`src/rtl/mem_access_ctrl_if.sv`:
```
// mem_access_ctrl_if: data-memory request/ack bus between the MEM-stage sequencer and data memory
interface mem_access_ctrl_if #(
    parameter int DATA_W = 32
) ();
    logic              dmem_req;
    logic              dmem_we;
    logic [DATA_W-1:0] dmem_addr;
    logic [DATA_W-1:0] dmem_wdata;
    logic              dmem_ack;
    logic [DATA_W-1:0] dmem_rdata;
    modport master (
        output dmem_req, dmem_we, dmem_addr, dmem_wdata,
        input  dmem_ack, dmem_rdata
    );
    modport slave (
        input  dmem_req, dmem_we, dmem_addr, dmem_wdata,
        output dmem_ack, dmem_rdata
    );
endinterface

```
`src/rtl/mem_access_ctrl.sv`:
```
// mem_access_ctrl: MEM-stage load/store sequencer with pipeline freeze, bubble insertion and access timeout
module mem_access_ctrl #(
    parameter int DATA_W  = 32,
    parameter int TIMEOUT = 255
) (
    input  logic                clk,
    input  logic                rst_n,
    input  logic                mem_read_M,
    input  logic                mem_write_M,
    input  logic                OverflowM,
    input  logic [DATA_W-1:0]   alu_out_M,
    input  logic [DATA_W-1:0]   wdata_M,
    mem_access_ctrl_if.master   dmem,
    output logic                stall,
    output logic                bubble_W,
    output logic [DATA_W-1:0]   memory_data_out,
    output logic                timeout_err
);
    typedef enum logic [1:0] {IDLE, WAIT, RESP} state_t;
    state_t            r_state;
    logic              r_req;
    logic              r_we;
    logic [DATA_W-1:0] r_addr;
    logic [DATA_W-1:0] r_wdata;
    logic [DATA_W-1:0] r_mdo;
    logic              r_err;
    logic [15:0]       r_cnt;
    logic              w_access;
    assign w_access = (mem_read_M | mem_write_M) & ~OverflowM;
    // Gated by rst_n so the freeze releases immediately when reset is asserted
    assign stall    = rst_n & ((r_state == IDLE & w_access) | r_state == WAIT);
    assign bubble_W = stall;
    assign dmem.dmem_req   = r_req;
    assign dmem.dmem_we    = r_we;
    assign dmem.dmem_addr  = r_addr;
    assign dmem.dmem_wdata = r_wdata;
    assign memory_data_out = r_mdo;
    assign timeout_err     = r_err;
    always_ff @(posedge clk or negedge rst_n) begin
        if (!rst_n) begin
            r_state <= IDLE;
            r_req   <= 1'b0;
            r_we    <= 1'b0;
            r_addr  <= '0;
            r_wdata <= '0;
            r_mdo   <= '0;
            r_err   <= 1'b0;
            r_cnt   <= '0;
        end else begin
            case (r_state)
                IDLE: if (w_access) begin
                    r_state <= WAIT;
                    r_req   <= 1'b1;
                    r_we    <= mem_write_M;
                    r_addr  <= alu_out_M;
                    r_wdata <= wdata_M;
                    r_cnt   <= '0;
                end
                WAIT: if (dmem.dmem_ack) begin
                    r_state <= RESP;
                    r_req   <= 1'b0;
                    if (!r_we) r_mdo <= dmem.dmem_rdata;
                end else if (r_cnt == 16'(TIMEOUT - 1)) begin
                    r_state <= RESP;
                    r_req   <= 1'b0;
                    r_mdo   <= '0;
                    r_err   <= 1'b1;
                end else begin
                    r_cnt <= r_cnt + 16'd1;
                end
                RESP: r_state <= IDLE;
                default: r_state <= IDLE;
            endcase
        end
    end
endmodule

```
`src/flat_wrapper.sv`:
```
// flat-port wrapper written by rule: the top's interface ports become plain ports
module mem_access_ctrl_flat 
#(
    parameter int DATA_W  = 32,
    parameter int TIMEOUT = 255
)
  (clk, rst_n, mem_read_M, mem_write_M, OverflowM, alu_out_M, wdata_M, stall, bubble_W, memory_data_out, timeout_err, dmem_dmem_req, dmem_dmem_we, dmem_dmem_addr, dmem_dmem_wdata, dmem_dmem_ack, dmem_dmem_rdata);
  mem_access_ctrl_if #(.DATA_W(DATA_W)) dmem_i ();
  input  logic clk;
  input  logic rst_n;
  input  logic mem_read_M;
  input  logic mem_write_M;
  input  logic OverflowM;
  input  logic [DATA_W-1:0] alu_out_M;
  input  logic [DATA_W-1:0] wdata_M;
  output logic stall;
  output logic bubble_W;
  output logic [DATA_W-1:0] memory_data_out;
  output logic timeout_err;
  output wire logic [$bits(dmem_i.dmem_req)-1:0] dmem_dmem_req;
  output wire logic [$bits(dmem_i.dmem_we)-1:0] dmem_dmem_we;
  output wire logic [$bits(dmem_i.dmem_addr)-1:0] dmem_dmem_addr;
  output wire logic [$bits(dmem_i.dmem_wdata)-1:0] dmem_dmem_wdata;
  input wire logic [$bits(dmem_i.dmem_ack)-1:0] dmem_dmem_ack;
  input wire logic [$bits(dmem_i.dmem_rdata)-1:0] dmem_dmem_rdata;
  assign dmem_dmem_req = dmem_i.dmem_req;
  assign dmem_dmem_we = dmem_i.dmem_we;
  assign dmem_dmem_addr = dmem_i.dmem_addr;
  assign dmem_dmem_wdata = dmem_i.dmem_wdata;
  assign dmem_i.dmem_ack = dmem_dmem_ack;
  assign dmem_i.dmem_rdata = dmem_dmem_rdata;
  mem_access_ctrl #(.DATA_W(DATA_W), .TIMEOUT(TIMEOUT)) u_core (.clk(clk), .rst_n(rst_n), .mem_read_M(mem_read_M), .mem_write_M(mem_write_M), .OverflowM(OverflowM), .alu_out_M(alu_out_M), .wdata_M(wdata_M), .dmem(dmem_i), .stall(stall), .bubble_W(bubble_W), .memory_data_out(memory_data_out), .timeout_err(timeout_err));
endmodule
```
`config.mk`:
```
export PLATFORM = sky130hd
export DESIGN_NAME = mem_access_ctrl_flat
export DESIGN_NICKNAME = d
export VERILOG_FILES = /design/src/rtl/mem_access_ctrl_if.sv /design/src/rtl/mem_access_ctrl.sv /design/src/flat_wrapper.sv
export SDC_FILE = /design/constraint.sdc
export NUM_CORES = 1
export LEC_CHECK = 0
export CORE_MARGIN = 4
export CORE_UTILIZATION = 39
export CTS_CLUSTER_SIZE = 25
export DETAILED_ROUTE_END_ITERATION = 8
export GPL_TIMING_DRIVEN = 0
export PLACE_DENSITY = 0.76
export SLEW_MARGIN = 20
export SYNTH_ARGS = -nofsm -noshare
export SYNTH_HDL_FRONTEND = slang
export SYNTH_SLANG_ARGS = --single-unit
```
`constraint.sdc`:
```
create_clock -name clk -period 1.8 [get_ports clk]
set_clock_uncertainty 0.05 [all_clocks]
set_input_delay 0.36 -clock clk [delete_from_list [all_inputs] [get_ports clk]]
set_output_delay 0.36 -clock clk [all_outputs]
set_load 0.02 [all_outputs]
```
# After elaboration in Yosys (flattened, before gate mapping)
# Index checks and enable logic that the tools add are counted.
# classes
shift,0
bitwise,7
div,0
n_eq_ne,7
order_cmp,0
addsub,1
n_mul,0
reduce_logical,9
n_mux,15
# op_table
op,count
32-bit two-way mux,3
16-bit two-way mux,3
16-bit case mux with 2 select lines,1
16-bit by 1-bit adder with 16-bit output (second input constant),1
16-bit by 8-bit equality test with 1-bit output (second input constant),1
3-bit AND reduction,3
2-bit two-way mux,3
2-bit != test (second input constant),3
2-bit case mux with 2 select lines,1
2-bit AND reduction,2
4-bit AND reduction,1
2-bit nonzero test,2
1-bit AND,3
1-bit two-way mux,3
3-bit != test (second input constant),1
2-bit by 1-bit equality test with 1-bit output (second input constant),1
2-bit logical NOT,1
2-bit by 1-bit != test with 1-bit output (second input constant),1
1-bit NOT,2
1-bit bitwise OR,2
1-bit case mux with 2 select lines,1
# word_totals
in_bits,102
rom_bits,0
mem_bits_rw,0
register_bits,117
wordCells,47
memories,0
latch_bits,0
output_inout_bits,101

# Logic depth before layout (Yosys ltp)
# Gate-level depths: netlist (run 1).
# logic_depth
word_depth,5
mapped_depth,7
ltp_nobuf,6

# Least setup slack after synthesis (run 1)
# Ideal clock, no wire load.
# synth_path
path_kind,input -> output
start,in OverflowM
end,out stall
stages,5
n_path_buf,1
arrival_time_ns,1.339
t_required_ns,1.390
path_slack_ns,0.051
path_cell_list,o21ba_2 nor2_1 nor2_1 and2_1 buf_4
# synth_between
elab_chain_cells,5
# synth_rtl
element,line,rtl
from (decl),flat_wrapper.sv:13,input logic OverflowM;
1-bit NOT,mem_access_ctrl.sv:29,assign w_access = (mem_read_M | mem_write_M) & ~OverflowM;
1-bit AND,mem_access_ctrl.sv:29,
1-bit AND,mem_access_ctrl.sv:31,assign stall = rst_n & ((r_state == IDLE & w_access) | r_state == WAIT);
1-bit bitwise OR,mem_access_ctrl.sv:31,
1-bit AND,mem_access_ctrl.sv:31,
to (decl),flat_wrapper.sv:16,output logic stall;
# Every way passes these cells.

# Worst setup path after layout (run 1)
# layout_path
start,reg u_core.r_cnt[0]
end,"reg u_core.r_mdo[2], in the netlist u_core.memory_data_out[2]"
# layout_between
elab_chain_cells,3
# layout_rtl
element,line,rtl
from (decl),mem_access_ctrl.sv:27,logic [15:0] r_cnt;
from (signal assigned),mem_access_ctrl.sv:69,r_cnt <= r_cnt + 16'd1;
16-bit by 8-bit equality test with 1-bit output,mem_access_ctrl.sv:63,end else if (r_cnt == 16'(TIMEOUT - 1)) begin
2-bit nonzero test (no line),-,
3-bit AND reduction (no line),-,
to (signal assigned),mem_access_ctrl.sv:62,if (!r_we) r_mdo <= dmem.dmem_rdata;
to (decl),mem_access_ctrl.sv:25,logic [DATA_W-1:0] r_mdo;
# Every way passes these cells.
# A chain may end at the register's enable or synchronous reset.

==> results of run 1 <==
## worst max-delay path, delay by kind of cell (launching register included)
family          cells  cell delay, ps
compound gates      2             530
fa+ha+maj           1             120
flops               1             390
simple gates        2             380
buf+inv             2             240
## repair_timing
| item | CTS | global route |
|---|---|---|
| setup endpoints to repair | 116 | 98 |
| gates resized for setup | 88 | 62 |
| endpoints found under the hold margin | 68 | 68 |
| buffers inserted | 6 | 2 |
| pin swaps | 12 | 8 |
| cloned | 1 | 0 |
## layer usage
| layer | GRT usage | part of all wire |
|---|---|---|
| met2 | 0.328 | 0.49 |
| met3 | 0.0645 | 0.080 |
| met1 | 0.250 | 0.41 |
| met5 | 0 | 0 |
| met4 | 0.0679 | 0.014 |
## worst max path at each step
stage / start / slack, ps / end / cells after the start
after global routing: u_core.r_cnt[0] / -80 / u_core.memory_data_out[17] / 7
after global placement: rst_n / -4410 / stall / 4
after CTS: u_core.r_state[0] / -20 / stall / 5
after detailed placement: mem_write_M / -1170 / stall / 7
after floorplan: OverflowM / 50 / stall / 5
final: u_core.r_cnt[0] / -30 / u_core.memory_data_out[2] / 7
## state kept, by name, summed over array words and instances, names as in the netlist
register and flops:
u_core.dmem.dmem_addr 32, u_core.dmem.dmem_wdata 32, u_core.memory_data_out 32, u_core.r_cnt 16, u_core.r_state 2, u_core.dmem.dmem_req 1
u_core.dmem.dmem_we 1, u_core.timeout_err 1
## kinds of logic (layout without fill, tap and decap cells)
group	Yosys count	in the layout
multiplexers	65	65
AND/OR/NAND/NOR	58	58
AO/OA/AOI/OAI	104	104
flip-flops	117	117
adder cells (fa/ha/maj)	2	2
buffers and inverters	34	278
## placed cells by master, fill, tap and decap left out, drive strengths merged, types with 3 or more instances in the layout
cell type / Yosys / final
a21oi: 3 / 3
a22o: 62 / 62
a31o: 3 / 3
a31oi: 9 / 9
a41oi: 4 / 4
and2: 3 / 3
and3: 5 / 5
buf: 13 / 24
bufinv: 0 / 4
clkbuf: 13 / 34
clkdlybuf4s50: 0 / 113
clkinv: 0 / 5
clkinvlp: 0 / 3
dfrtp: 117 / 117
dlygate4sd2: 0 / 44
dlymetal6s2s: 0 / 40
inv: 8 / 9
mux2: 65 / 65
nand2: 15 / 15
nand3: 5 / 5
nand4: 6 / 6
nor2: 9 / 9
nor3: 4 / 4
o211ai: 4 / 4
o21ai: 4 / 4
## per-stage QoR
| stage | setup TNS (ps) | power (mW) | utilization | cells | area (um2) |
|---|---|---|---|---|---|
| after floorplan | 0 | 6.87 | - | 380 | 5030 |
| after global placement | -522620 | 9.34 | 0.576 | 754 | 7270 |
| after detailed placement | -45530 | 9.49 | 0.578 | 755 | 7300 |
| after CTS | -94.4 | 12.9 | 0.636 | 794 | 8030 |
| after global routing | -1980 | 13.4 | 0.649 | 796 | 8180 |
| final | -428 | 12.7 | 0.649 | 796 | 8180 |
## final cells by class
cell class	count	area (um2)
tap	172	215
buffer	26	174
sequential	117	2930
clock inverter	13	180
fill	998	4440
timing repair buffer	212	2170
multi-input combinational	229	2050
inverter	8	30.0
clock buffer	19	443
## power groups by stage
stage                     Sequential, mW  Clock [mW]  Combinational (mW)
after floorplan                     5.27           0                1.60
after global placement              4.21           0                5.13
after detailed placement            4.25           0                5.24
after CTS                           4.22        3.59                5.06
after global routing                4.34        3.72                5.37
final                               4.20        3.52                5.02
==> metrics.md, run 1 <==
| Metric | Value |
|---|---|
| Run status | `finished with violations` |
| Violated checks | `hold timing, setup timing` |
| Final number of max-transition violations | `0` |
| Top cell type by total area after synthesis | `sky130_fd_sc_hd__dfrtp_1` |
| Die Height | `122 um` |
| Largest cells by area after synthesis | `sky130_fd_sc_hd__dfrtp_1 (58%), sky130_fd_sc_hd__mux2_2 (15%), sky130_fd_sc_hd__a22o_1 (11%)` |
| Critical path startpoint category | `flop` |
| Max frequency | `approximately 550 MHz` |
| Mapped Cells | `380` |
| Syn Std Cell Area | `between 5000 and 6000 um2` |
| Number of warnings issued by yosys | `0` |
| Leading post-synthesis cells by instance count | `sky130_fd_sc_hd__dfrtp_1 (117), sky130_fd_sc_hd__mux2_2 (65), sky130_fd_sc_hd__a22o_1 (62)` |
| Initial cell density of the core | `0.399` |
| Routed wire per std cell | `18.6 um` |
| Die footprint | `14800 um2` |
| Endpoints failing setup | `26` |
| Post-synthesis adder-cell area fraction | `0.00497` |
| Worst EP required | `2040 ps` |
| Nets | `715` |
| Final Hold Fails | `68` |
| Number of buffers created by CTS | `17` |
| Switching share of power | `0.338` |
| FP Rows | `41` |
| DRC Markers | `0` |
| Number of cells on the worst reg-to-reg path | `7` |
| FFs w/ async S/R, synth | `1.00` |
| Fraction of power consumed by combinational cells | `0.394` |
| TritonCTS clock tree | `yes` |
| Hold WS | `-95.6 ps` |
| Pin count of the biggest net entering global routing | `71` |
| Combinational family with the most area after synthesis | `compound AO/OA/AOI/OAI gates` |
| Number of global-route vias before repair | `4528` |
| ANT cells | `0` |
| Placeable core area | `about 13000 um2` |
| Slowest cell delay on critical path | `between 300 and 400 ps` |
| Internal portion of total power | `about 8.4 mW` |
| Final critical delay including setup and external delays | `1830 ps` |
| Max-cap violations | `0` |
| Startpoint of the most critical register-to-register path | `u_core.r_cnt[0]` |
| Via count | `4271` |
| Pwr Density | `1560 nW/um2` |
| Latest clock arrival within the worst-skew pair | `~400 ps` |
| Detail Placement HPWL | `between 10000 and 15000 um` |
| Type of the most critical hold path | `in2async` |
| Multiplexer area fraction after synthesis | `0.145` |
| Clock slew at the register clock pins of the worst setup and hold paths | `50 ps` |
| Number of synthesized register bits | `117` |
| Post-layout worst setup margin | `-34.5 ps` |
| Number of top-level pins | `203` |
| Register area share after synthesis | `0.582` |
| Arrival @ worst endpoint | `2070 ps` |
| Number of search-and-repair iterations in the first detailed-routing pass | `5` |
| Synth top area share | `0.582` |
| Post-synth top flop | `sky130_fd_sc_hd__dfrtp_1` |
| Library cell with the highest instance count after synthesis | `sky130_fd_sc_hd__dfrtp_1` |
| Synthesized-area fraction occupied by and/or/nand/nor cells | `0.0669` |
| Total nets after synthesis | `484` |
| Clock power share | `0.276` |
| Total net switching power | `4.31 mW` |
| Peak supply drop | `0.851 mV` |
| Slew margin rel. | `0.447` |
| Die X-Extent | `122 um` |
| Unrepaired setup endpoints after global routing | `yes` |
| Routability congestion estimate | `0.820` |
| Number of port buffers | `just over 200` |
| Clock Sink Count | `117` |
| Actual transition at the worst max-transition pin | `828 ps` |
| Sum of routed wire length over all layers | `14800 um` |
| Synth Area per Inst | `around 13 um2` |
| Worst Path Max Fanout | `10` |
| Worst slack at placement | `-1170 ps` |
| Number of unique standard cell types used by synthesis | `44` |
| Overall global routing resource usage | `0.200` |
| Number of synthesized flops with an enable pin | `0` |
| Worst path slowest cell | `sky130_fd_sc_hd__dfrtp_1` |
| Leakage power figure | `3.83 nW` |
| Detailed-route vias per instance | `between 5 and 6` |
| Portion of the clock cycle consumed by the worst path in the final layout | `1.02` |
| Detailed router's first-iteration violation count | `260` |
| Total congestion overflow after global routing | `0` |
| Setup crit end kind | `flop` |
| P&R area growth vs syn | `62.7%` |
| Sequential power share | `0.330` |
| Wire length of the first global-routing pass | `23500 um` |
| Share of the synthesized netlist area taken by xor and xnor gates | `0` |
| Remaining antenna violation count after routing | `0` |
| Maximum clock insertion buffer count | `2` |
| CP cell instances | `inv_2, ha_4, and4bb_2, a41o_4, nand2_8, buf_8, a22o_1` |
| Terminus of the critical flop-to-flop path | `u_core.memory_data_out[2]` |
| Worst-case register-to-register setup slack | `-30 ps` |
| CTS HTree Levels | `4` |
| Layout cells sized above 1 | `0.242` |
| Root cell of the clock tree | `sky130_fd_sc_hd__clkbuf_16` |
| CP Class | `reg2reg` |
| Compound-Gate Fraction of Synth Area | `0.171` |
| Antenna violations before repair | `0` |
No activity file was read; power rests on OpenSTA's default activity.
==> inputs of run 2 (changes only) <==
Settings changed: GPL_TIMING_DRIVEN 0 to default.
==> run 2 against run 1 <==
Sequential share of layout area is 0.23 points lower. Combinational power is 1% higher. Clock power is 13% lower. Sequential power hardly changed. Hold slack better by 56 ps. Critical endpoint is now u_core.memory_data_out[14]. Core utilization is 0.42 points higher. Worst setup slack better by 13 ps. Highest routed layer unchanged. Global-route usage hardly changed. Routed wire length is 2.1% higher. Largest power group unchanged. The run still ends with hold timing, setup timing left. Clock-buffer cell count is 3 higher.
==> metrics.md, run 2 (synthesized netlist as in run 1, its figures left out) <==
| Metric | Value |
|---|---|
| Clock slew at the register clock pins of the worst setup and hold paths | `60 ps (was 50 ps)` |
| Number of port buffers | `202 (unchanged)` |
| Run status | `finished with violations (unchanged)` |
| Total congestion overflow after global routing | `0 (unchanged)` |
| Number of global-route vias before repair | `4576 (was 4528)` |
| Max-cap violations | `0 (unchanged)` |
| Endpoints failing setup | `9 (was 26)` |
| Slew margin rel. | `0.542 (was 0.447)` |
| Internal portion of total power | `8.06 mW (was 8.44 mW)` |
| Overall global routing resource usage | `0.200 (about the same)` |
| Detail Placement HPWL | `10300 um (was 10500 um)` |
| Number of top-level pins | `203 (unchanged)` |
| Max frequency | `549 MHz (was 545 MHz)` |
| Latest clock arrival within the worst-skew pair | `400 ps (about the same)` |
| Fraction of power consumed by combinational cells | `0.413 (was 0.394)` |
| Actual transition at the worst max-transition pin | `685 ps (was 828 ps)` |
| Placeable core area | `12600 um2 (unchanged)` |
| Wire length on met1 | `6170 um (was 6120 um)` |
| Peak supply drop | `0.702 mV (was 0.851 mV)` |
| P&R area growth vs syn | `63.7% (was 62.7%)` |
| Die footprint | `14800 um2 (unchanged)` |
| Number of buffers created by CTS | `17 (unchanged)` |
| Final number of max-transition violations | `0 (unchanged)` |
| Detailed route wirelength on metal2 | `7510 um (was 7280 um)` |
| Die Height | `122 um (unchanged)` |
| Die X-Extent | `122 um (unchanged)` |
| Sum of routed wire length over all layers | `15100 um (was 14800 um)` |
| Most frequent cells in the layout | `sky130_fd_sc_hd__dfrtp_1 (117), sky130_fd_sc_hd__clkdlybuf4s50_1 (113), sky130_fd_sc_hd__mux2_2 (65) (unchanged)` |
| Worst Path Max Fanout | `8 (was 10)` |
| Critical path startpoint category | `flop (unchanged)` |
| Remaining antenna violation count after routing | `0 (unchanged)` |
| Final cell area excluding filler cells | `8240 um2 (was 8180 um2)` |
| Wire length of the first global-routing pass | `23400 um (was 23500 um)` |
| Root cell of the clock tree | `sky130_fd_sc_hd__clkbuf_16 (unchanged)` |
| Hold WS | `-39.9 ps (was -95.6 ps)` |
| Layout cells sized above 1 | `0.260 (was 0.242)` |
| Switching share of power | `0.347 (was 0.338)` |
| Clock Sink Count | `117 (unchanged)` |
| Final critical delay including setup and external delays | `1820 ps (was 1830 ps)` |
| Initial cell density of the core | `0.399 (unchanged)` |
| Maximum clock insertion buffer count | `2 (unchanged)` |
| DRC Markers | `0 (unchanged)` |
| Total net switching power | `4.28 mW (was 4.31 mW)` |
| TritonCTS clock tree | `yes (unchanged)` |
| Routability congestion estimate | `0.840 (was 0.820)` |
| Portion of the clock cycle consumed by the worst path in the final layout | `1.01 (was 1.02)` |
| CP Class | `reg2reg (unchanged)` |
| Pin count of the biggest net entering global routing | `118 (was 71)` |
| Post-layout worst setup margin | `-21.9 ps (was -34.5 ps)` |
| Final Hold Fails | `19 (was 68)` |
| Arrival @ worst endpoint | `2050 ps (was 2070 ps)` |
| Setup crit end kind | `flop (unchanged)` |
| Number of search-and-repair iterations in the first detailed-routing pass | `4 (was 5)` |
| DR top layer | `met4 (unchanged)` |
| Clock power share | `0.247 (was 0.276)` |
| Detailed-route vias per instance | `5.25 (was 5.37)` |
| Area after detailed placement | `7480 um2 (was 7300 um2)` |
| Leakage power figure | `3.86 nW (was 3.83 nW)` |
| Unrepaired setup endpoints after global routing | `yes (unchanged)` |
| CTS HTree Levels | `4 (unchanged)` |
| Routed wire per std cell | `18.7 um (was 18.6 um)` |
| Type of the most critical hold path | `in2async (unchanged)` |
| Detailed router's first-iteration violation count | `261 (was 260)` |
| FP Rows | `41 (unchanged)` |
| Final design utilization | `0.653 (was 0.649)` |
| Commonest non-fill, non-tap cell in the layout | `sky130_fd_sc_hd__dfrtp_1 (unchanged)` |
| Worst EP required | `2030 ps (was 2040 ps)` |
| Startpoint of the most critical register-to-register path | `u_core.r_cnt[0] (unchanged)` |
| ANT cells | `0 (unchanged)` |
| Antenna violations before repair | `0 (unchanged)` |
| Pwr Density | `1500 nW/um2 (was 1560 nW/um2)` |
| Routed wire length on met3 | `1200 um (was 1190 um)` |
| Nets | `726 (was 715)` |
| Worst setup path start | `u_core.r_cnt[0] (unchanged)` |
| Violated checks | `hold timing, setup timing (unchanged)` |
| Via count | `4232 (was 4271)` |
| Sequential power share | `0.340 (was 0.330)` |
==> run 2: critical path, stage by stage, from the launching register on <==
cell and delay, ps:
sky130_fd_sc_hd__dfrtp_1 380, sky130_fd_sc_hd__inv_2 80, sky130_fd_sc_hd__ha_4 130, sky130_fd_sc_hd__and4bb_2 270, sky130_fd_sc_hd__a41o_4 290, sky130_fd_sc_hd__nand2_8 90
sky130_fd_sc_hd__clkbuf_16 190, sky130_fd_sc_hd__a22o_1 220
==> run 2: routing by layer <==
metal  GRT usage  vias to the layer above
met4      0.0721                        0
li1            -                     1939
met1       0.239                     2079
met3      0.0655                       22
met2       0.338                      192
met5           0                        -
==> run 2: worst paths after layout <==
| path | to | slack [ps] | cells after the start |
|---|---|---|---|
| max | u_core.memory_data_out[14] | -20 | 7 |
| min | u_core.memory_data_out[2] | -40 | 2 |
| max reg2reg | u_core.memory_data_out[14] | -20 | 7 |
| min reg2reg | u_core.timeout_err | 430 | 2 |
| max in group asynchronous | u_core.dmem.dmem_wdata[16] | 1190 | 2 |
| min in group clk | u_core.dmem.dmem_we | 340 | 2 |
==> run 2: repair_timing <==
action | CTS | global route
pin swaps | 17 | 22
setup endpoints to repair | 87 | 78
hold endpoints to repair | 0 | 0
resized for setup | 75 | 41
buffers inserted | 2 | 3
cloned | 0 | 3
hold buffers | 0 | 0
==> run 2: metrics by stage <==
stage | power, mW | hold slack, ps | TNS [ps] | std cells | setup WS (ps)
6_report | 12.3 | -39.9 | -81.1 | 806 | -21.9
5_1_grt | 13.0 | 42.0 | -1910 | 806 | -77.4
3_5_place_dp | 9.62 | 423 | -25700 | 767 | -578
3_3_place_gp | 9.47 | 415 | -21990 | 767 | -517
2_1_floorplan | 6.87 | 14.4 | 0 | 380 | 50.7
4_1_cts | 12.4 | 36.0 | -74.5 | 800 | -8.67
==> run 2: power groups by stage <==
stage               Combinational (mW)  Sequential (mW)  Clock [mW]
floorplan                         1.60             5.27           0
global placement                  5.26             4.21           0
detailed placement                5.38             4.24           0
CTS                               5.09             4.21        3.11
global route                      5.43             4.33        3.25
finish                            5.09             4.20        3.05
==> run 2: area by class of cell <==
class                      instances  area (um2)
timing repair buffer             249        2480
multi-input combinational        229        2050
sequential                       117        2930
tap                              172         215
clock inverter                     9        81.3
fill                             974        4380
clock buffer                      22         454
inverter                           8        30.0
==> inputs of run 3 (changes only) <==
Settings changed: CORE_MARGIN 4 to 2, CTS_CLUSTER_SIZE 25 to 20.
==> run 3 against run 2 <==
The run still ends with hold timing, setup timing left. First-iteration DRC count is the same. Combinational power grew 1%. Register-to-register slack lost 50 ps. Critical path type unchanged. Critical endpoint is now u_core.r_cnt[4]. Largest cell class unchanged. Highest routed layer unchanged.
==> metrics.md, run 3 (synthesized netlist as in run 1, its figures left out) <==
| Metric | Value |
|---|---|
| Most frequent cells in the layout | `sky130_fd_sc_hd__clkdlybuf4s50_1 (120), sky130_fd_sc_hd__dfrtp_1 (116), sky130_fd_sc_hd__mux2_2 (65) (was sky130_fd_sc_hd__dfrtp_1 (117), sky130_fd_sc_hd__clkdlybuf4s50_1 (113), sky130_fd_sc_hd__mux2_2 (65))` |
| Peak supply drop | `0.775 mV (was 0.702 mV)` |
| Max-cap violations | `0 (unchanged)` |
| CP Class | `reg2reg (unchanged)` |
| FP Rows | `41 (unchanged)` |
| Detailed router's first-iteration violation count | `261 (unchanged)` |
| Die footprint | `13800 um2 (was 14800 um2)` |
| Nets | `726 (unchanged)` |
| Commonest non-fill, non-tap cell in the layout | `sky130_fd_sc_hd__clkdlybuf4s50_1 (was sky130_fd_sc_hd__dfrtp_1)` |
| Pin count of the biggest net entering global routing | `118 (unchanged)` |
| CP cell instances | `ha_4, and4bb_2, a41o_4, buf_6, or4_4, nand3_2 (was inv_2, ha_4, and4bb_2, a41o_4, nand2_8, clkbuf_16, a22o_1)` |
| Die Height | `118 um (was 122 um)` |
| Number of cells on the worst reg-to-reg path | `6 (was 7)` |
| Worst Path Max Fanout | `6 (was 8)` |
| Actual transition at the worst max-transition pin | `685 ps (about the same)` |
| Worst setup path start | `u_core.r_cnt[1] (was u_core.r_cnt[0])` |
| Worst EP required | `2090 ps (was 2030 ps)` |
| Switching share of power | `0.336 (was 0.347)` |
| Startpoint of the most critical register-to-register path | `u_core.r_cnt[1] (was u_core.r_cnt[0])` |
| Leakage power figure | `3.93 nW (was 3.86 nW)` |
| Worst path slowest cell | `sky130_fd_sc_hd__or4_4 (was sky130_fd_sc_hd__dfrtp_1)` |
| Number of port buffers | `202 (unchanged)` |
| Max frequency | `534 MHz (was 549 MHz)` |
| Initial cell density of the core | `0.399 (unchanged)` |
| Clock power share | `0.263 (was 0.247)` |
| Met2 layer usage reported by global route | `0.343 (was 0.338)` |
| Most Crowded Layer GR | `met2 (unchanged)` |
| Unrepaired setup endpoints after global routing | `yes (unchanged)` |
| Run status | `finished with violations (unchanged)` |
| Sum of routed wire length over all layers | `14600 um (was 15100 um)` |
| Number of buffers created by CTS | `17 (unchanged)` |
| Critical path startpoint category | `flop (unchanged)` |
| Final number of max-transition violations | `0 (unchanged)` |
| DRC Markers | `0 (unchanged)` |
| Destination of the critical timing path | `u_core.r_cnt[4] (was u_core.memory_data_out[14])` |
| Via count | `4201 (was 4232)` |
| Worst-case register-to-register setup slack | `-70 ps (was -20 ps)` |
| TritonCTS clock tree | `yes (unchanged)` |
| Fraction of power consumed by combinational cells | `0.407 (was 0.413)` |
| Pwr Density | `1520 nW/um2 (was 1500 nW/um2)` |
| Final design utilization | `0.661 (was 0.653)` |
| Maximum clock insertion buffer count | `2 (unchanged)` |
| Total congestion overflow after global routing | `0 (unchanged)` |
| Arrival @ worst endpoint | `2160 ps (was 2050 ps)` |
| Detail Placement HPWL | `9740 um (was 10300 um)` |
| Internal portion of total power | `8.41 mW (was 8.06 mW)` |
| Routed wire per std cell | `18.1 um (was 18.7 um)` |
| Clock slew at the register clock pins of the worst setup and hold paths | `50 ps (was 60 ps)` |
| Root cell of the clock tree | `sky130_fd_sc_hd__clkbuf_16 (unchanged)` |
| Die X-Extent | `118 um (was 122 um)` |
| CTS HTree Levels | `4 (unchanged)` |
| Routability congestion estimate | `0.829 (was 0.840)` |
| Total net switching power | `4.25 mW (was 4.28 mW)` |
| Endpoints failing setup | `3 (was 9)` |
| Terminus of the critical flop-to-flop path | `u_core.r_cnt[4] (was u_core.memory_data_out[14])` |
| Post-layout worst setup margin | `-73.6 ps (was -21.9 ps)` |
| Detailed-route vias per instance | `5.21 (was 5.25)` |
| Final critical delay including setup and external delays | `1870 ps (was 1820 ps)` |
| Portion of the clock cycle consumed by the worst path in the final layout | `1.04 (was 1.01)` |
| Slowest cell delay on critical path | `480 ps (was 380 ps)` |
| Antenna violations before repair | `0 (unchanged)` |
| ANT cells | `0 (unchanged)` |
| Remaining antenna violation count after routing | `0 (unchanged)` |
| Wire length of the first global-routing pass | `22900 um (was 23400 um)` |
| Hold WS | `-19.6 ps (was -39.9 ps)` |
| Fraction of met1 tracks used by global routing | `0.259 (was 0.239)` |
| Number of top-level pins | `203 (unchanged)` |
| Number of search-and-repair iterations in the first detailed-routing pass | `4 (unchanged)` |
| P&R area growth vs syn | `65.7% (was 63.7%)` |
| Violated checks | `hold timing, setup timing (unchanged)` |
| Area used by sequential logic in the layout | `2930 um2 (about the same)` |
| Type of the most critical hold path | `in2async (unchanged)` |
| Latest clock arrival within the worst-skew pair | `400 ps (about the same)` |
| Setup crit end kind | `flop (unchanged)` |
| Overall global routing resource usage | `0.207 (was 0.200)` |
| Final Hold Fails | `22 (was 19)` |
| Sequential power share | `0.330 (was 0.340)` |
| Placeable core area | `12600 um2 (unchanged)` |
| Met3 layer usage reported by global route | `0.0703 (was 0.0655)` |
| Area taken by multi-input logic gates | `2040 um2 (was 2050 um2)` |
| Clock Sink Count | `117 (unchanged)` |
| Slew margin rel. | `0.543 (was 0.542)` |
| Final-layout fill cell count | `977 (was 974)` |
| Layout cells sized above 1 | `0.265 (was 0.260)` |
| Number of global-route vias before repair | `4339 (was 4576)` |
[run 3: metrics by stage]
stage / instance area (um2) / total power [mW] / cells / worst slack [ps] / setup TNS [ps]
2_1_floorplan: 5030 / 6.87 / 380 / 50.7 / 0
3_3_place_gp: 7450 / 9.41 / 763 / -506 / -22600
3_5_place_dp: 7450 / 9.57 / 763 / -601 / -27560
4_1_cts: 8150 / 12.8 / 804 / -51.4 / -114
5_1_grt: 8340 / 13.3 / 807 / -98.0 / -1320
6_report: 8340 / 12.7 / 807 / -73.6 / -133
[run 3: worst min path at each step]
stage / cells after the start / to / slack (ps)
after global placement: 2 / u_core.timeout_err / 410
final: 2 / u_core.r_cnt[1] / -20
after floorplan: 0 / u_core.dmem.dmem_addr[0] / 10
after detailed placement: 2 / u_core.timeout_err / 410
after global routing: 2 / u_core.r_cnt[1] / 60
after CTS: 2 / u_core.r_cnt[1] / 40
[run 3: final cells by class]
type	instances	area share
Sequential cell	117	0.351
Timing Repair Buffer	249	0.304
Multi-Input combinational cell	229	0.245
Clock buffer	21	0.0540
Tap cell	172	0.0258
Clock inverter	11	0.0159
Inverter	8	0.00360
[run 3: what timing repair did]
action,in CTS,in global routing
cloned,2,2
endpoints found under the hold margin,0,0
gates resized for setup,64,53
hold buffers,0,0
pin swaps,7,36
setup buffers,8,1
endpoints found under the setup margin,77,87
[run 3: worst max-delay path, delay by kind of cell (launching register included)]
family | cells | cell delay [ps]
flops | 1 | 400
compound gates | 1 | 250
simple gates | 3 | 800
fa+ha+maj | 1 | 170
buf+inv | 1 | 140
[run 3: power groups by stage]
stage               clock network (mW)  registers [mW]  logic (mW)
floorplan                            0            5.27        1.60
global placement                     0            4.19        5.23
detailed placement                   0            4.21        5.36
CTS                               3.40            4.19        5.21
global route                      3.54            4.30        5.44
finish                            3.33            4.18        5.15
[run 3: per-layer routing]
layer  vias to the layer above  wire [um]
met1                      2067       6310
li1                       1943          -
met4                         0        113
met2                       181       7190
met3                        10        952
met5                         -          0
